File: src/rtl/kore_op_dispatch.sv
// Instruction dispatcher: FIFO-buffered decode and one-at-a-time issue to the kore functional FSM.
// Optional WAIT timeout is enabled by defining KORE_DISPATCH_TIMEOUT_EN.
module kore_op_dispatch #(
  parameter int FIFO_DEPTH  = 4,
  parameter int TIMEOUT_CYC = 64
) (
  input  logic        clk,
  input  logic        rst_n,
  input  logic        in_valid,
  output logic        in_ready,
  input  logic [31:0] in_instr,
  input  logic        clr_stat,
  output logic [6:0]  opcode,
  output logic [4:0]  pcdata_rs0,
  output logic [4:0]  pcdata_rs1,
  output logic [4:0]  pcdata_rd,
  output logic [2:0]  pcdata_bc,
  output logic        opflag,
  input  logic        eop,
  output logic        busy,
  output logic [15:0] issue_cnt,
  output logic [7:0]  illegal_cnt,
  output logic        timeout_err
);

  // state   | meaning
  // S_IDLE  | drop illegal heads, or latch a legal head and pop it
  // S_ISSUE | bump issue_cnt; opflag is registered high for the next cycle
  // S_WAIT  | hold fields until a fresh eop rising edge (or timeout)
  typedef enum logic [1:0] {S_IDLE, S_ISSUE, S_WAIT} state_t;

  localparam int              AW       = $clog2(FIFO_DEPTH);
  localparam logic [AW:0]     FULL_CNT = (AW+1)'(FIFO_DEPTH);
  localparam logic [15:0]     TMO_LAST = 16'(TIMEOUT_CYC - 1);

  logic [24:0]   mem_q [FIFO_DEPTH];
  logic [AW-1:0] wr_ptr_q, rd_ptr_q;
  logic [AW:0]   cnt_q, cnt_d;
  logic          push, pop, empty, full;
  logic [24:0]   head;
  logic          head_legal;

  state_t        state_q;
  logic          eop_q, eop_rise;
  logic          opflag_q;
  logic [6:0]    opcode_q;
  logic [4:0]    rs0_q, rs1_q, rd_q;
  logic [2:0]    bc_q;
  logic [15:0]   issue_cnt_q;
  logic [7:0]    illegal_cnt_q;

  // Bits [31:25] carry no operand information and are never stored.
  logic          unused_bits;
  assign unused_bits = ^{in_instr[31:25], TMO_LAST};

  assign empty    = (cnt_q == '0);
  assign full     = (cnt_q == FULL_CNT);
  assign in_ready = !full;
  assign push     = in_valid && !full;
  assign pop      = (state_q == S_IDLE) && !empty;
  assign head     = mem_q[rd_ptr_q];
  assign eop_rise = eop && !eop_q;

  always_comb begin
    head_legal = 1'b0;
    case (head[6:0])
      7'h01, 7'h02, 7'h04: head_legal = 1'b1;
      default:             head_legal = 1'b0;
    endcase
  end

  always_comb begin
    cnt_d = cnt_q;
    if (push && !pop)      cnt_d = cnt_q + 1'b1;
    else if (pop && !push) cnt_d = cnt_q - 1'b1;
  end

  always_ff @(posedge clk) begin
    if (push) mem_q[wr_ptr_q] <= in_instr[24:0];
  end

  always_ff @(posedge clk or negedge rst_n) begin
    if (!rst_n) begin
      wr_ptr_q <= '0;
      rd_ptr_q <= '0;
      cnt_q    <= '0;
    end else begin
      if (push) wr_ptr_q <= wr_ptr_q + 1'b1;
      if (pop)  rd_ptr_q <= rd_ptr_q + 1'b1;
      cnt_q <= cnt_d;
    end
  end

`ifdef KORE_DISPATCH_TIMEOUT_EN
  logic [15:0] tmo_cnt_q;
  logic        tmo_err_q;
`endif

  always_ff @(posedge clk or negedge rst_n) begin
    if (!rst_n) begin
      state_q       <= S_IDLE;
      eop_q         <= 1'b0;
      opflag_q      <= 1'b0;
      opcode_q      <= '0;
      rs0_q         <= '0;
      rs1_q         <= '0;
      rd_q          <= '0;
      bc_q          <= '0;
      issue_cnt_q   <= '0;
      illegal_cnt_q <= '0;
`ifdef KORE_DISPATCH_TIMEOUT_EN
      tmo_cnt_q     <= '0;
      tmo_err_q     <= 1'b0;
`endif
    end else begin
      eop_q    <= eop;
      opflag_q <= 1'b0;
      case (state_q)
        S_IDLE: begin
          if (!empty) begin
            if (head_legal) begin
              opcode_q <= head[6:0];
              rd_q     <= head[11:7];
              bc_q     <= head[14:12];
              rs0_q    <= head[19:15];
              rs1_q    <= head[24:20];
              state_q  <= S_ISSUE;
            end else if (illegal_cnt_q != 8'hFF) begin
              illegal_cnt_q <= illegal_cnt_q + 1'b1;
            end
          end
        end
        S_ISSUE: begin
          opflag_q    <= 1'b1;
          issue_cnt_q <= issue_cnt_q + 1'b1;
          state_q     <= S_WAIT;
`ifdef KORE_DISPATCH_TIMEOUT_EN
          tmo_cnt_q   <= '0;
`endif
        end
        S_WAIT: begin
          if (eop_rise) begin
            state_q <= S_IDLE;
`ifdef KORE_DISPATCH_TIMEOUT_EN
          end else if (tmo_cnt_q == TMO_LAST) begin
            state_q   <= S_IDLE;
            tmo_err_q <= 1'b1;
          end else begin
            tmo_cnt_q <= tmo_cnt_q + 1'b1;
`endif
          end
        end
        default: state_q <= S_IDLE;
      endcase
      // Clear wins over any increment or flag set in the same cycle.
      if (clr_stat) begin
        issue_cnt_q   <= '0;
        illegal_cnt_q <= '0;
`ifdef KORE_DISPATCH_TIMEOUT_EN
        tmo_err_q     <= 1'b0;
`endif
      end
    end
  end

`ifdef KORE_DISPATCH_TIMEOUT_EN
  assign timeout_err = tmo_err_q;
`else
  assign timeout_err = 1'b0;
`endif

  assign opcode      = opcode_q;
  assign pcdata_rs0  = rs0_q;
  assign pcdata_rs1  = rs1_q;
  assign pcdata_rd   = rd_q;
  assign pcdata_bc   = bc_q;
  assign opflag      = opflag_q;
  assign busy        = (state_q != S_IDLE) || !empty;
  assign issue_cnt   = issue_cnt_q;
  assign illegal_cnt = illegal_cnt_q;

endmodule

File: config.mk
export PLATFORM = sky130hd
export DESIGN_NAME = kore_op_dispatch
export DESIGN_NICKNAME = d
export VERILOG_FILES = /design/src/rtl/kore_op_dispatch.sv
export SDC_FILE = /design/constraint.sdc
export NUM_CORES = 1
export LEC_CHECK = 0
export ABC_AREA = 1
export CORE_AREA = 2 2 112 114
export CTS_CLUSTER_DIAMETER = 120
export DETAILED_ROUTE_END_ITERATION = 8
export DIE_AREA = 0 0 114 116
export PLACE_DENSITY = 0.83
export SKIP_CTS_REPAIR_TIMING = 1
export SKIP_LAST_GASP = 1
export SLEW_MARGIN = 20
export SYNTH_ARGS = -nofsm -noshare
export SYNTH_HDL_FRONTEND = slang
export SYNTH_SLANG_ARGS = --single-unit
File: constraint.sdc
create_clock -name clk -period 3.9 [get_ports clk]
set_input_delay 0.39 -clock clk [delete_from_list [all_inputs] [get_ports clk]]
set_output_delay 0.39 -clock clk [all_outputs]
set_load 0.005 [all_outputs]
==> summary.md, run 1 <==
| Metric | Value |
|---|---|
| Simple-gate share of the synthesized area | `between 15 and 20%` |
| Post-Layout Cell Count | `904` |
| Bufs on Longest Clock Path | `2` |
| Placer Congestion | `approximately 0.85` |
| Fraction of layout cells with a size suffix above 1 | `7.530%` |
| CTS tree | `yes` |
| Initial DRC count | `543` |
| Multi-input logic area | `0.001834 mm^2` |
| Num CTS Buffers | `17` |
| Status | `complete, no violations` |
| Vias | `5003` |
| CP peak stage delay | `0.52 ns` |
| FFs w/ async S/R, synth | `37.50%` |
| FILL cells | `842` |
| Remaining DRCs | `0` |
| Switching share of power | `between 30% and 40%` |
| Met2 Use GR | `slightly above 40%` |
| Kind of critical path | `reg -> reg` |
| Clock power frac | `25.4%` |
| Cells on worst reg2reg path | `9` |
| Antenna Violating Nets Remaining | `0` |
| Number of flops mapped to enable cells by yosys | `100` |
| Sequential share of power | `40.5%` |
| Sw power | `2114 uW` |
| CP Data Required Time | `roughly 4.2 ns` |
| Syn avg cell area | `10.41 um^2` |
| Routed WL | `14870 um` |
| Reg2Reg Capture Point | `opcode[1]` |
| Syn Nets | `between 700 and 800` |
| Root Driver | `clkbuf_16` |
| Compound-Gate Fraction of Synth Area | `7.035%` |
| Area of the core | `around 0.012 mm^2` |
| Synth Flop Type | `edfxtp_1` |
| Pwr Density | `~710 mW/mm^2` |
| Largest family of logic cells by synthesized area | `simple AND/OR/NAND/NOR gates` |
| Crit path capture type | `flop` |
| Vias per inst | `5.534` |
| Mux share of post-synthesis cell area | `0.1636%` |
| Reg area | `about 0.0045 mm^2` |
| Post-Synth XOR/XNOR Area | `1.272%` |
| Hold Crit Class | `in -> async` |
| GRT Overall Usage | `23.99%` |
| Cell Area, Synth | `0.006883 mm^2` |
| Peak supply drop | `0.3985 mV` |
| Endpoints failing setup | `0` |
| Clock Sinks | `between 150 and 200` |
| Die Ht | `116 um` |
| H-Tree Depth | `4` |
| Met3 usage | `5.858%` |
| First-pass GRT wire length | `between 20000 and 25000 um` |
| CP arrival | `between 3 and 4 ns` |
| CP dominant cell by count | `nand2_1` |
| Cells after synthesis | `approximately 660` |
| Final Hold Viols | `0` |
| Tmin final | `2.903 ns` |
| Die width | `114 um` |
| Max frequency | `about 340 MHz` |
| Clk_skew | `0.009516 ns` |
| Adder-cell share of the synthesized area | `1.563%` |
| Met1 Resource Use GR | `around 29%` |
| #FFs+latches synth | `160` |
| Largest net degree at the start of global routing | `61` |
| Max Cap Violations | `0` |
| N_diodes | `0` |
| Starting Density | `57.78%` |
| Crit path buf inv count | `2` |
| Crit-path slowest cell | `dfrtp_1` |
| Most frequent cells in the layout | `125 x nand2_1, 104 x inv_1, 100 x edfxtp_1` |
| Startpoint types | `flop` |
| Detailed Routing Iterations Pass 1 | `5` |
| CP top delay family | `simple AND/OR/NAND/NOR gates` |
| Max-slew violations | `0` |
| Slew Limit Headroom | `43.76%` |
| Cells along the critical path | `inv_2 -> nand3_1 -> nand2_1 -> a21oi_2 -> nor2_4 -> nand3_2 -> buf_4 -> nand2_1 -> o21ai_2` |
| Comb pwr share | `between 30% and 40%` |
| Die area | `0.01322 mm^2` |
| Fin nets | `789` |
| Worst flop-to-flop path startpoint | `rd_ptr_q[1]` |
| Busiest layer in global routing | `met2` |
| Clock-pin slew on the worst setup and hold paths | `0.06 ns` |
| Area delta synth->final | `21.41%` |
| Cell count after placement | `872` |
| Seq/Total Area, Yosys | `65.44%` |
| Worst Max-Slew Pin Slew | `between 0.8 and 0.9 ns` |
| Detailed placer's ending HPWL | `9482 um` |
| I/O pins | `90` |
| RSZ-0062 raised after global routing | `no` |
| Wirelength per Cell | `roughly 16 um` |
| Unique cell type count in the Yosys netlist | `35` |
| Lkg Pwr | `0.003606 uW` |
| Initial antenna violation count | `0` |
| Vias in the first global route | `5041` |
| Most common cell after layout, fill and taps aside | `nand2_1` |
| Crit Path Max Fanout | `27` |
| Synth Warn # | `0` |
| IO Port Bufs | `81` |
| Final Cycle Share | `74.43%` |
| Fin Setup TNS | `0 ns` |
| FF-to-FF setup slack | `1.0 ns` |
| GRT overflow | `0` |
| P_int | `3847 uW` |
| Later-pin clock latency in the skew report | `0.42 ns` |
| Row cnt | `40` |
-- per-layer routing --
layer	share of wire, %	vias to the layer above
met5	0	-
met3	6.1	31
li1	-	2366
met2	51	191
met1	41	2415
met4	2.3	0
-- how the worst max path moves through the flow --
stage                           start          end  slack (ns)  cells past startpoint
after detailed placement  rd_ptr_q[1]    opcode[1]        1.00                      9
after floorplan              cnt_q[0]  mem_q[0][0]        1.73                      4
after CTS                 rd_ptr_q[1]    opcode[1]        0.96                      9
after global routing      rd_ptr_q[1]    opcode[0]        0.79                      9
after global placement    rd_ptr_q[1]    opcode[2]        1.10                      9
final                     rd_ptr_q[1]    opcode[1]         1.0                      9
-- Yosys cell counts, drive strengths merged (2+ instances only) --
cell type  count  share of area [%]
a21oi         12               0.93
o22ai         18                1.6
xor2           6               0.76
nand3         29                2.4
nor2          62                3.5
xnor2          4               0.51
edfxtp       100                 44
ha             7                1.3
inv          106                5.8
o21ai         54                4.1
dfrtp         60                 22
clkbuf        14               0.76
buf           14                1.5
nor3          10               0.73
nand4         30                2.7
nand2        127                7.0
a31oi          2               0.27
-- power groups by stage --
stage	sequential (uW)	combinational, uW	clock (uW)
3_5_place_dp	2440	2010	0
2_1_floorplan	2380	1320	0
5_1_grt	2450	2260	1610
6_report	2410	2030	1520
4_1_cts	2410	2040	1540
3_3_place_gp	2420	1900	0
-- registers in the layout, indices dropped and copies added, names as in the netlist --
| name | count |
|---|---|
| state_q | 2 |
| illegal_cnt | 8 |
| pcdata_rs0 | 5 |
| cnt_q | 3 |
| opcode | 7 |
| pcdata_rs1 | 5 |
| pcdata_rd | 5 |
| issue_cnt | 16 |
| wr_ptr_q | 2 |
| pcdata_bc | 3 |
| opflag | 1 |
| mem_q | 100 |
| eop_q | 1 |
| rd_ptr_q | 2 |
-- final cells by class --
| cell class | count | area share [%] |
|---|---|---|
| well taps | 147 | 2.201 |
| multi-input cells | 366 | 21.95 |
| clock inverters | 11 | 1.123 |
| repair buffers | 92 | 10.63 |
| inverters | 107 | 4.806 |
| flip-flops and latches | 160 | 53.90 |
| clock buffers | 21 | 5.390 |
-- cells by family after synthesis --
logic type                 count (synthesis)
other                                      1
buffers and inverters                    135
DFF                                      160
AOI/OAI and AO/OA                         87
xor gates and xnor gates                  10
adders and majority gates                  8
and+or+nand+nor                          259
muxes                                      1
-- stage by stage --
stage | utilization, % | instance area, um^2 | hold WS, ns | power [uW] | worst slack [ns]
final | 70.16 | 8357 | 0.1407 | 5961 | 0.9974
after floorplan | - | 6883 | 0.09441 | 3702 | 1.729
after CTS | 70.16 | 8357 | 0.1606 | 5989 | 0.9642
after global placement | 65.59 | 7812 | 0.4510 | 4319 | 1.096
after global routing | 70.16 | 8357 | 0.2116 | 6323 | 0.7894
after detailed placement | 65.59 | 7812 | 0.4666 | 4450 | 1.003
Power figures use the tool's default switching activity.
==> inputs of run 2 (changes only) <==
CORE_AREA = 2 2 121 123   (was 2 2 112 114)
DIE_AREA = 0 0 123 125   (was 0 0 114 116)
PLACE_DENSITY = 0.75   (was 0.83)
clock period = 2.35 ns   (was 3.9 ns; I/O delays follow)
==> run 2 against run 1 <==
  * Largest cell class unchanged
  * Global-route usage is 4.0 points lower
  * Clock-buffer cell count is 4 lower
  * The run now ends with hold timing left
  * Cell area is 2.3% higher
  * Largest power group unchanged
  * Fmax is 37% higher
  * First-iteration DRC count is 25% lower
  * Flip-flop and latch count stayed put
  * Worst hold slack worse by 0.19 ns
  * Critical path type unchanged
  * Setup slack worse by 0.76 ns
  * Die area is 16% higher
  * Total power is 72% higher
==> summary.md, run 2 (synthesis results as in run 1) <==
| Metric | Value |
|---|---|
| CP arrival | `2.44 ns (-0.77 ns)` |
| Area of the core | `0.01420 mm^2 (+19%)` |
| Kind of critical path | `reg -> reg` |
| Most frequent cells in the layout | `125 x nand2_1, 104 x inv_1, 100 x edfxtp_1` |
| Worst Max-Slew Pin Slew | `0.7992 ns (-0.04340 ns)` |
| Vias | `4979 (-0.48%)` |
| Root Driver | `clkbuf_16` |
| Endpoints failing setup | `0 (unchanged)` |
| Final Cycle Share | `90.02% (+16 points)` |
| CP top delay family | `simple AND/OR/NAND/NOR gates` |
| Final core occ | `60.21% (-9.9 points)` |
| Starting Density | `48.46% (-9.3 points)` |
| CP dominant cell by count | `nand2_1` |
| Fin Setup TNS | `0 ns (unchanged)` |
| Slew Limit Headroom | `46.72% (+3.0 points)` |
| Post-Layout Cell Count | `950 (+5.1%)` |
| Status | `finished, violations left` |
| FILL cells | `1132 (+34%)` |
| Wirelength per Cell | `15.34 um (-6.7%)` |
| GRT Overall Usage | `19.98% (-4.0 points)` |
| Clk_skew | `0.005553 ns (-0.003962 ns)` |
| Clock Sinks | `160 (unchanged)` |
| Multi-input logic area | `0.001834 mm^2 (unchanged)` |
| Fin nets | `798 (+1.1%)` |
| Area delta synth->final | `24.25%` |
| First-pass GRT wire length | `23280 um (-2.5%)` |
| Die area | `0.01538 mm^2 (+16%)` |
| Fraction of layout cells with a size suffix above 1 | `9.138% (+1.6 points)` |
| IO Port Bufs | `81 (unchanged)` |
| Bufs on Longest Clock Path | `2 (unchanged)` |
| FF-to-FF setup slack | `0.23 ns (-0.76 ns)` |
| Peak supply drop | `0.6722 mV (+69%)` |
| Cells along the critical path | `inv_2 -> nand2_1 -> nand3_1 -> nand2_1 -> nand2_1 -> nand2_1 -> nand2_1 -> nand3_2 -> buf_4 -> nand2_1 -> o21ai_2` |
| Detailed Routing Iterations Pass 1 | `5 (unchanged)` |
| Largest net degree at the start of global routing | `61 (unchanged)` |
| Tmin final | `2.115 ns (-0.7872 ns)` |
| I/O pins | `90 (unchanged)` |
| H-Tree Depth | `4 (unchanged)` |
| Crit path buf inv count | `2 (unchanged)` |
| CTS tree | `yes` |
| Clock-pin slew on the worst setup and hold paths | `0.06 ns (about the same)` |
| Later-pin clock latency in the skew report | `0.43 ns (about the same)` |
| Largest Register | `mem_q` |
| RSZ-0062 raised after global routing | `no` |
| Max Cap Violations | `0 (unchanged)` |
| Antenna Violating Nets Remaining | `0 (unchanged)` |
| Failing checks | `hold timing` |
| Largest register FFs | `100 (unchanged)` |
| Max-slew violations | `0 (unchanged)` |
| Remaining DRCs | `0 (unchanged)` |
| Lkg Pwr | `0.003696 uW (+2.5%)` |
| GRT overflow | `0 (unchanged)` |
| Crit path capture type | `flop` |
| Initial DRC count | `408 (-25%)` |
| Cell count after placement | `918 (+5.3%)` |
| Die Ht | `125 um (+7.8%)` |
| Routed WL | `14570 um (-2.0%)` |
| CP peak stage delay | `0.47 ns (-0.05 ns)` |
| Pwr Density | `1201 mW/mm^2 (+68%)` |
| Max frequency | `472.7 MHz (+37%)` |
| Placer Congestion | `0.8630 (+1.2%)` |
| Num CTS Buffers | `17 (unchanged)` |
| Crit Path Max Fanout | `12 (-56%)` |
| Crit-path slowest cell | `dfrtp_1` |
| Die width | `123 um (+7.9%)` |
| Final Hold Viols | `59 (+59)` |
| Reg area | `0.004504 mm^2 (unchanged)` |
| Vias per inst | `5.241 (-5.3%)` |
| N_diodes | `0 (unchanged)` |
| Detailed placer's ending HPWL | `9366 um (-1.2%)` |
| Min Hold Slack | `-0.04460 ns (-0.1853 ns)` |
| Most common cell after layout, fill and taps aside | `nand2_1` |
| Row cnt | `44 (+10%)` |
| CP Data Required Time | `2.67 ns (-1.54 ns)` |
| Vias in the first global route | `4819 (-4.4%)` |
| Startpoint types | `flop` |
| Initial antenna violation count | `0 (unchanged)` |
| Hold Crit Class | `in -> async` |
-- run 2: metal layers --
metal  track usage, %  part of all wire [%]
met1            24.41                    42
met2            32.99                    50
met3            5.748                   6.3
met4            8.556                   2.0
met5                0                     0
-- run 2: area by class of cell --
class                   count  share of cell area [%]
well taps                 184                   2.692
multi-input cells         366                   21.45
clock buffers              17                   4.974
clock inverters            15                   2.341
inverters                 107                   4.696
flip-flops and latches    160                   52.67
repair buffers            101                   11.18
-- run 2: power breakdown --
part	total, uW	switching (uW)	leakage, uW	internal, uW
sequential	3970	302	0.00169	3670
clock	2890	1180	0.000306	1710
combinational	3410	2120	0.00170	1290
total	10300	3600	0.00370	6670
-- run 2: path summary, 6_finish.rpt --
check	startpoint	to	cells after the start
worst max register to register	rd_ptr_q[0]	opcode[2]	11
worst max-delay path	rd_ptr_q[0]	opcode[2]	11
worst min-delay path	rst_n	issue_cnt[13]	2
min in group clk	eop	eop_q	1
worst min register to register	eop_q	state_q[1]	2
max in group asynchronous	rst_n	pcdata_rs1[3]	2
-- run 2: stage by stage --
step                      cell area [um^2]  worst slack (ns)  power (uW)  hold WS [ns]
after floorplan                       6883            0.1794        6144      -0.06059
after detailed placement              7926            0.2529        7423        0.4581
after global placement                7926            0.3200        7257        0.4474
after global routing                  8552           0.06958       10890       0.01808
final                                 8552            0.2346       10270      -0.04460
after CTS                             8552            0.2314       10360      -0.01013
